===== config.mk =====
export PLATFORM = sky130hd
export DESIGN_NAME = mem_access_unit
export DESIGN_NICKNAME = d
export VERILOG_FILES = /design/src/rtl/mem_pkg.sv /design/src/rtl/mem_lsu_align.sv /design/src/rtl/mem_access_unit.sv
export SDC_FILE = /design/constraint.sdc
export NUM_CORES = 1
export LEC_CHECK = 0
export ABC_AREA = 1
export BUFFER_PORTS_ARGS = -buffer_cell sky130_fd_sc_hd__clkbuf_2
export CELL_PAD_IN_SITES_DETAIL_PLACEMENT = 0
export CELL_PAD_IN_SITES_GLOBAL_PLACEMENT = 1
export CORE_MARGIN = 2
export CORE_UTILIZATION = 30
export DETAILED_ROUTE_END_ITERATION = 12
export HOLD_SLACK_MARGIN = 0.02
export PLACE_DENSITY_LB_ADDON = 0.1
export SLEW_MARGIN = 20
export SYNTH_ARGS = -nofsm -noshare
export SYNTH_HDL_FRONTEND = slang
export SYNTH_SLANG_ARGS = --single-unit

===== constraint.sdc =====
create_clock -name clk -period 3.9 [get_ports clk]
set_clock_uncertainty 0.1 [all_clocks]
set_input_delay 0.585 -clock clk [delete_from_list [all_inputs] [get_ports clk]]
set_output_delay 0.585 -clock clk [all_outputs]
set_load 0.02 [all_outputs]

===== src/rtl/mem_pkg.sv =====
// Shared encodings for the MEM-stage data access path: store/load ops,
// access-unit FSM states, access sizes and the timeout counter width.
package mem_pkg;

  typedef enum logic [2:0] {
    ST_NONE = 3'd0,
    ST_SB   = 3'd1,
    ST_SH   = 3'd2,
    ST_SW   = 3'd3
  } st_op_e;

  typedef enum logic [2:0] {
    LD_NONE = 3'd0,
    LD_LB   = 3'd1,
    LD_LBU  = 3'd2,
    LD_LH   = 3'd3,
    LD_LHU  = 3'd4,
    LD_LW   = 3'd5
  } ld_op_e;

  typedef enum logic [1:0] {
    S_IDLE,
    S_WAIT,
    S_DONE
  } state_e;

  typedef enum logic [1:0] {
    SZ_BYTE,
    SZ_HALF,
    SZ_WORD
  } size_e;

  localparam int TO_CNT_W = 8;

  // A nonzero store op wins over a simultaneous load op; unknown codes act as word ops.
  function automatic size_e op_size(input logic [2:0] st_op, input logic [2:0] ld_op);
    size_e sz;
    sz = SZ_WORD;
    if (st_op != ST_NONE) begin
      case (st_op)
        ST_SB:   sz = SZ_BYTE;
        ST_SH:   sz = SZ_HALF;
        default: sz = SZ_WORD;
      endcase
    end else begin
      case (ld_op)
        LD_LB, LD_LBU: sz = SZ_BYTE;
        LD_LH, LD_LHU: sz = SZ_HALF;
        default:       sz = SZ_WORD;
      endcase
    end
    return sz;
  endfunction

  function automatic logic is_misaligned(input size_e sz, input logic [1:0] ofs);
    logic mis;
    case (sz)
      SZ_HALF: mis = ofs[0];
      SZ_WORD: mis = |ofs;
      default: mis = 1'b0;
    endcase
    return mis;
  endfunction

  function automatic logic [1:0] force_align(input size_e sz, input logic [1:0] ofs);
    logic [1:0] res;
    case (sz)
      SZ_HALF: res = {ofs[1], 1'b0};
      SZ_WORD: res = 2'b00;
      default: res = ofs;
    endcase
    return res;
  endfunction

endpackage


===== src/rtl/mem_lsu_align.sv =====
// Combinational store-data replication / byte-strobe generation and
// load-data extraction with sign or zero extension.
module mem_lsu_align
  import mem_pkg::*;
(
  input  logic [2:0]  st_op,
  input  logic [1:0]  st_ofs,
  input  logic [31:0] st_data,
  input  logic [2:0]  ld_op,
  input  logic [1:0]  ld_ofs,
  input  logic [31:0] ld_raw,
  output logic [31:0] wdata,
  output logic [3:0]  wstrb,
  output logic [31:0] ld_data
);

  logic [31:0] shifted;

  always_comb begin
    wdata = 32'd0;
    wstrb = 4'b0000;
    case (st_op)
      ST_NONE: begin
        wdata = 32'd0;
        wstrb = 4'b0000;
      end
      ST_SB: begin
        wdata = {4{st_data[7:0]}};
        wstrb = 4'b0001 << st_ofs;
      end
      ST_SH: begin
        wdata = {2{st_data[15:0]}};
        wstrb = st_ofs[1] ? 4'b1100 : 4'b0011;
      end
      default: begin
        wdata = st_data;
        wstrb = 4'b1111;
      end
    endcase
  end

  assign shifted = ld_raw >> {ld_ofs, 3'b000};

  always_comb begin
    ld_data = shifted;
    case (ld_op)
      LD_LB:   ld_data = {{24{shifted[7]}}, shifted[7:0]};
      LD_LBU:  ld_data = {24'd0, shifted[7:0]};
      LD_LH:   ld_data = {{16{shifted[15]}}, shifted[15:0]};
      LD_LHU:  ld_data = {16'd0, shifted[15:0]};
      default: ld_data = shifted;
    endcase
  end

endmodule


===== src/rtl/mem_access_unit.sv =====
// MEM-stage bus master: one load/store per access, stalls the pipeline until ack or timeout.
// Optional MEM_MISALIGN_TRAP_EN: trap misaligned half/word ops instead of forcing alignment.
module mem_access_unit
  import mem_pkg::*;
#(
  parameter int TIMEOUT_CYCLES = 64
) (
  input  logic        clk,
  input  logic        rst,
  input  logic        mem_valid,
  input  logic [2:0]  mem_ram_wdata_op,
  input  logic [2:0]  mem_ram_rdata_op,
  input  logic [31:0] mem_alu_c,
  input  logic [31:0] mem_rD2,
  output logic        stall_o,
  output logic        bus_req,
  output logic        bus_we,
  output logic [31:0] bus_addr,
  output logic [3:0]  bus_wstrb,
  output logic [31:0] bus_wdata,
  input  logic        bus_ack,
  input  logic [31:0] bus_rdata,
  output logic [31:0] load_data,
  output logic        load_valid,
  output logic        bus_err,
  output logic        misalign
);

  localparam logic [TO_CNT_W-1:0] TO_LAST = TO_CNT_W'(TIMEOUT_CYCLES - 1);

  state_e              state_reg;
  logic [TO_CNT_W-1:0] to_cnt_reg;
  logic [2:0]          ld_op_reg;
  logic [1:0]          ofs_reg;
  logic                bus_req_reg;
  logic                bus_we_reg;
  logic [31:0]         bus_addr_reg;
  logic [3:0]          bus_wstrb_reg;
  logic [31:0]         bus_wdata_reg;
  logic [31:0]         load_data_reg;
  logic                load_valid_reg;
  logic                bus_err_reg;

  logic        access;
  logic        trap;
  logic        accept;
  logic [2:0]  ld_op_eff;
  size_e       size;
  logic [1:0]  ofs_eff;
  logic [31:0] wdata_al;
  logic [3:0]  wstrb_al;
  logic [31:0] ld_ext;

  assign access    = mem_valid && (mem_ram_wdata_op != 3'd0 || mem_ram_rdata_op != 3'd0);
  assign ld_op_eff = (mem_ram_wdata_op != 3'd0) ? 3'd0 : mem_ram_rdata_op;
  assign size      = op_size(mem_ram_wdata_op, mem_ram_rdata_op);
  assign ofs_eff   = force_align(size, mem_alu_c[1:0]);

`ifdef MEM_MISALIGN_TRAP_EN
  assign trap = access && is_misaligned(size, mem_alu_c[1:0]);
`else
  assign trap = 1'b0;
`endif

  assign accept   = (state_reg == S_IDLE) && access && !trap;
  assign stall_o  = accept || (state_reg == S_WAIT);
  assign misalign = (state_reg == S_IDLE) && trap;

  mem_lsu_align u_align (
    .st_op   (mem_ram_wdata_op),
    .st_ofs  (ofs_eff),
    .st_data (mem_rD2),
    .ld_op   (ld_op_reg),
    .ld_ofs  (ofs_reg),
    .ld_raw  (bus_rdata),
    .wdata   (wdata_al),
    .wstrb   (wstrb_al),
    .ld_data (ld_ext)
  );

  always_ff @(posedge clk) begin
    if (rst) begin
      state_reg      <= S_IDLE;
      to_cnt_reg     <= '0;
      ld_op_reg      <= 3'd0;
      ofs_reg        <= 2'd0;
      bus_req_reg    <= 1'b0;
      bus_we_reg     <= 1'b0;
      bus_addr_reg   <= 32'd0;
      bus_wstrb_reg  <= 4'd0;
      bus_wdata_reg  <= 32'd0;
      load_data_reg  <= 32'd0;
      load_valid_reg <= 1'b0;
      bus_err_reg    <= 1'b0;
    end else begin
      load_valid_reg <= 1'b0;
      bus_err_reg    <= 1'b0;
      case (state_reg)
        S_IDLE: begin
          if (accept) begin
            state_reg     <= S_WAIT;
            to_cnt_reg    <= '0;
            ld_op_reg     <= ld_op_eff;
            ofs_reg       <= ofs_eff;
            bus_req_reg   <= 1'b1;
            bus_we_reg    <= (mem_ram_wdata_op != 3'd0);
            bus_addr_reg  <= {mem_alu_c[31:2], 2'b00};
            bus_wstrb_reg <= wstrb_al;
            bus_wdata_reg <= wdata_al;
          end
        end
        S_WAIT: begin
          // An ack in the final counted cycle still completes normally.
          if (bus_ack) begin
            bus_req_reg <= 1'b0;
            state_reg   <= S_DONE;
            if (ld_op_reg != 3'd0) begin
              load_data_reg  <= ld_ext;
              load_valid_reg <= 1'b1;
            end
          end else if (to_cnt_reg == TO_LAST) begin
            bus_req_reg <= 1'b0;
            bus_err_reg <= 1'b1;
            state_reg   <= S_DONE;
            if (ld_op_reg != 3'd0) begin
              load_data_reg <= 32'd0;
            end
          end else begin
            to_cnt_reg <= to_cnt_reg + TO_CNT_W'(1);
          end
        end
        S_DONE: state_reg <= S_IDLE;
        default: state_reg <= S_IDLE;
      endcase
    end
  end

  assign bus_req    = bus_req_reg;
  assign bus_we     = bus_we_reg;
  assign bus_addr   = bus_addr_reg;
  assign bus_wstrb  = bus_wstrb_reg;
  assign bus_wdata  = bus_wdata_reg;
  assign load_data  = load_data_reg;
  assign load_valid = load_valid_reg;
  assign bus_err    = bus_err_reg;

endmodule


### Yosys cells after proc, flatten, opt, wreduce, memory -nomap -nowiden

Index checks and enable logic that the tools add are counted.
W data, S select, Z words.

* register bits after elaboration: 117
* output and inout port bits: 106
* logic and storage cells: 82

* $add $sub $neg: 1
* equal/unequal tests: 18
* shifts and indexed selects: 2
* muxes and demuxes: 27
* bitwise operators: 2
* reduce and logical (&&, ||, !) cells: 20

Operator list (count)
* $mux W32: 4
* $pmux W32 S4: 1
* $pmux W32 S3: 1
* $shr A32 B5 Y32: 1
* $mux W8: 3
* $pmux W2 S2: 4
* $pmux W8 S2: 1
* $eq A3 B2 Y1 const B: 5
* $pmux W4 S3: 1
* $eq A3 B1 Y1 const B: 3
* $reduce_bool A3 Y1: 3
* $add A8 B1 Y8 const B: 1
* $eq A8 B6 Y1 const B: 1
* $mux W2: 4
* $eq A3 B3 Y1 const B: 2
* $ne A2 B2 Y1 const B: 3
* $reduce_and A3 Y1: 2
* $reduce_or A3 Y1: 2
* $mux W1: 5
* $eq A2 B1 Y1 const B: 2
* $mux W4: 1
* $reduce_and A2 Y1: 2
* $reduce_and A4 Y1: 1
* $reduce_bool A2 Y1: 2
* other kinds (11): 15

### Depth between registers and ports, before layout

* depth in word-level cells: 8
* gate-level depth with buffers: 12
* depth with buffers taken out: 12

### Cells and area by module

From an unflattened synthesis, not the netlist that was laid out.

* cell total of the unflattened synthesis: 895
* area, all modules: 6084.6 um^2

By module, submodules not included
* mem_access_unit: instances 1, cells an instance 585, area an instance 4594.4 um^2, sequential area each 2342.2 um^2
* mem_lsu_align: instances 1, cells an instance 310, area an instance 1490.2 um^2, sequential area each 0.0 um^2

### Worst setup path after synthesis

No wires, ideal clock.

* path type: input -> register
* start: in mem_ram_wdata_op[0]
* end: reg bus_wstrb_reg[0] (netlist: bus_wstrb[0])
* arrival time: 2179 ps
* required time: 3730 ps
* path slack: 1551 ps
* stages on the path: 12
* buffers on the path: 1
* path through: buf_4 > inv_1 > nand2_1 > nand2_4 > inv_1 > nand2_1 > ha_1 > o21ai_0 > inv_1 > o21ai_0 > nor2_1 > a21oi_1

* cells in the longest elaborated chain, start to end: 7
* elaborated cells between the ends (all ways): 16
* those cells by class: 4 x eq/ne; 1 x shift; 5 x mux; 6 x reduce/logical

Ends and longest elaborated chain
* start, declared: RTL line mem_access_unit.sv:11 `input logic [2:0] mem_ram_wdata_op,`
* $eq A3 B2 Y1 / $eq A3 B1 Y1 (equally long branches): RTL line mem_pkg.sv:40, mem_lsu_align.sv:22
* $pmux W2 S2: RTL line mem_pkg.sv:40 `case (st_op)`
* $mux W2: RTL line mem_pkg.sv:39 `if (st_op != ST_NONE) begin`
* $eq A2 B2 Y1 / $eq A2 B1 Y1 (equally long branches): RTL line mem_pkg.sv:67 `case (sz)`
* $pmux W2 S2: RTL line mem_pkg.sv:67
* $mux W4 / $shl A1 B2 Y4 (equally long branches): RTL line mem_lsu_align.sv:33, mem_lsu_align.sv:29
* $pmux W4 S3: RTL line mem_lsu_align.sv:22 `case (st_op)`
* end signal, assigned: RTL line mem_access_unit.sv:108 `bus_wstrb_reg <= wstrb_al;`
* end, declared: RTL line mem_access_unit.sv:38 `logic [3:0] bus_wstrb_reg;`

Parallel ways exist; a longest one is shown, timed or not.
A chain may end at the register's enable or synchronous reset.

### Worst setup path after layout

* start: in mem_ram_wdata_op[1]
* end: out stall_o

* cells in the longest elaborated chain, start to end: 5

Ends and longest elaborated chain
* $reduce_bool A3 Y1: RTL line mem_access_unit.sv:54 `assign access = mem_valid && (mem_ram_wdata_op != 3'd0 || mem_ram_rdata_op != 3'd0);`
* $logic_or A1 B1 Y1: RTL line mem_access_unit.sv:54
* $logic_and A1 B1 Y1: RTL line mem_access_unit.sv:54
* $logic_and A1 B1 Y1: RTL line mem_access_unit.sv:65 `assign accept = (state_reg == S_IDLE) && access && !trap;`
* $logic_or A1 B1 Y1: RTL line mem_access_unit.sv:66 `assign stall_o = accept || (state_reg == S_WAIT);`
* end, declared: RTL line mem_access_unit.sv:15 `output logic stall_o,`

No other way between the ends.

==> metrics.yaml <==
max_cap_violations: 0
numCtsBuffers: 17
cp.arrival_ps: 1970
r2r-start: "to_cnt_reg[1]$_SDFFE_PP0P_"
status: "completed"
grt_max_degree: 80
holdCritPathClass: "in -> reg"
switching_power_mw: 1.09
wl_mm: 18.0
slew_headroom: 0.369
vias: 5724
postRouteAntennaNets: 0
track_usage: 0.184
timing.rr.end: "load_data[4]$_SDFFE_PP0P_"
holdWs_ps: 297
boundaryPins: 212
drive_above_1_share: 0.275
yosysSeqAreaShare: 0.424
rrSetupSlack_ps: 1710
drc: 0
grt-ovfl-total: 0
max_freq_mhz: 376
core_area_um2: 18000
dp_hpwl_mm: 12.8
fin_cells: 1220
start_kind: "input port"
layout.nets: 1086
worstMarginPinSlew_ps: 944
dp_slack_ps: 1020
post_cts_buffers: 0
pwr-share-clk: 0.452
grt_pass1_wl_mm: 28.6
die_h_um: 140
power_frac_comb: 0.176
routabilityCongestion: 0.757
reg2regPathDepth: 8
io_buffer_count: 208
placed_cells: 1188
finalHoldViolations: 0
tritoncts: "built"
ctsHoldBuffers: 0
clk_path_buf_depth: 2
clockRootBuffer: "clkbuf_16"
netlist_area_um2: 5520
timing.final.ws_setup_ps: 1240
num_rows: 49
setup_viol_count_final: 0
min_path_cells: 3
required_ps: 3210
power_mw: 3.55
ys_seq_elements: 117
wl_per_cell_um: 14.7
first_pass_iters: 5
p_sw_frac: 0.307
die_w_um: 140
fp.dieArea_um2: 19500
post-route-min-period_ps: 2660
ctsResizeCount: 0
clkTransAtPathRegs_ps: 60
min_period_over_period: 0.682
path_cells: "clkbuf_2 > nor2_4 > nand2_2 > o21ai_4 > nand2_1 > clkbuf_2"
critPathKind: "in -> out"
grt_antenna_before_repair: 0
pwr_density_cell_nw_per_um2: 491
power.internal_mw: 2.46
avgSynthCellArea_um2: 6.92
slew_violations: 0
syn_inst: 797
crit_path_frequent_cell: "clkbuf_2"
ir_drop_uv: 318
clock-sinks: 117
postPlaceCellArea_um2: 6630
hold_path_startpoint: "mem_alu_c[19]"
leakage_nw: 3.57
grt_pass1_vias: 5486
start_util: 0.306
rsz0062_at_grt: "no"
crit_slowest_cell: "o21ai_4"
synth.distinct_cells: 34
path_max_fanout: 16
diodes: 0
fin_setup_tns_ps: 0
worstHoldEndpoint: "bus_addr[19]$_SDFFE_PP0P_"
critPathMaxStageDelay_ps: 440
vias_per_cell: 4.69
synth_warnings: 0
clk_latency_ps: 420
drtIter0Drc: 302
fin_util: 0.401
seq_power_share: 0.372
cp-end-kind: "output pin"
area_delta_synth_final_pct: 31.2
final_cell_area_um2: 7240
h-tree-depth: 4
final cells by class:
class	count	area (µm²)
clock buffers	18	439
clock inverters	14	166
fillers	1993	10800
inverters	50	188
multi-input cells	577	2710
flip-flops and latches	117	2340
well taps	229	287
repair buffers	215	1110
critical path: cells and delay by family:
kind,cells,cell delay [ps]
simple gates,3,650
compound gates,1,440
buf+inv,2,300
routing by layer:
layer | part of all wire | vias up | GRT usage
met5 | 0 | - | 0
met4 | 0.011 | 0 | 0.0500
met3 | 0.081 | 13 | 0.0702
met2 | 0.48 | 177 | 0.310
met1 | 0.43 | 2550 | 0.221
li1 | - | 2984 | -
worst max-delay path by stage:
stage,depth (start not counted),to,slack [ps],startpoint
after floorplan,12,bus_wstrb[0]$_SDFFE_PP0P_,1550,mem_ram_wdata_op[0]
after global placement,12,bus_wstrb[0]$_SDFFE_PP0P_,1090,mem_ram_wdata_op[1]
after detailed placement,12,bus_wstrb[0]$_SDFFE_PP0P_,1020,mem_ram_wdata_op[1]
after CTS,6,stall_o,1200,mem_ram_wdata_op[1]
after global routing,6,stall_o,1080,mem_ram_wdata_op[1]
final,6,stall_o,1240,mem_ram_wdata_op[1]
Yosys cell counts:
cell | number | area share
buf_2 | 16 | 0.015
nor3b_2 | 1 | 0.0023
nand3_2 | 3 | 0.0054
nor3_1 | 6 | 0.0054
clkbuf_1 | 23 | 0.016
nor2_4 | 3 | 0.0061
nand3b_1 | 1 | 0.0014
a21oi_1 | 91 | 0.083
nor2_2 | 2 | 0.0023
dfxtp_1 | 117 | 0.42
o31ai_1 | 2 | 0.0027
ha_1 | 2 | 0.0045
nor4_1 | 1 | 0.0011
nand2_4 | 1 | 0.0020
xnor2_1 | 2 | 0.0032
buf_6 | 3 | 0.0061
nand2_2 | 4 | 0.0045
a22oi_1 | 8 | 0.011
o21ai_1 | 26 | 0.024
nand4_1 | 2 | 0.0023
buf_1 | 1 | 0.00068
inv_1 | 46 | 0.031
and2_1 | 1 | 0.0011
o21ai_0 | 73 | 0.066
nand3_1 | 66 | 0.060
inv_2 | 4 | 0.0027
nor2_1 | 84 | 0.057
nand2_1 | 178 | 0.12
or2_2 | 7 | 0.0079
buf_4 | 12 | 0.016
o211ai_1 | 6 | 0.0082
o21ai_2 | 1 | 0.0016
conb_1 | 1 | 0.00068
o21bai_1 | 3 | 0.0041
power by group through the flow:
stage / clock network, mW / registers [mW] / logic [mW]
after floorplan: 0 / 1.44 / 0.320
after global placement: 0 / 1.35 / 0.637
after detailed placement: 0 / 1.35 / 0.634
after CTS: 1.65 / 1.32 / 0.636
after global routing: 1.71 / 1.33 / 0.700
final: 1.61 / 1.32 / 0.625
cells by family after synthesis:
family,synth area share
AO/OA/AOI/OAI,0.200
other,0.000680
buffers and inverters,0.0873
flip-flops,0.424
adder cells (fa/ha/maj),0.00453
AND/OR/NAND/NOR,0.280
XOR/XNOR,0.00318
layout by cell type (no fill, tap or decap), drive strengths merged:
master / instances
clkbuf: 226
nand2: 183
dfxtp: 117
o21ai: 100
a21oi: 91
nor2: 89
nand3: 69
inv: 56
a22oi: 8
or2: 7
buf: 7
nor3: 6
o211ai: 6
o21bai: 3
conb: 3
clkinv: 3
clkinvlp: 3
nand4: 2
xnor2: 2
o31ai: 2
ha: 2
bufinv: 2
nor3b: 1
nand3b: 1
nor4: 1
and2: 1
No activity file was read; power rests on OpenSTA's default activity.
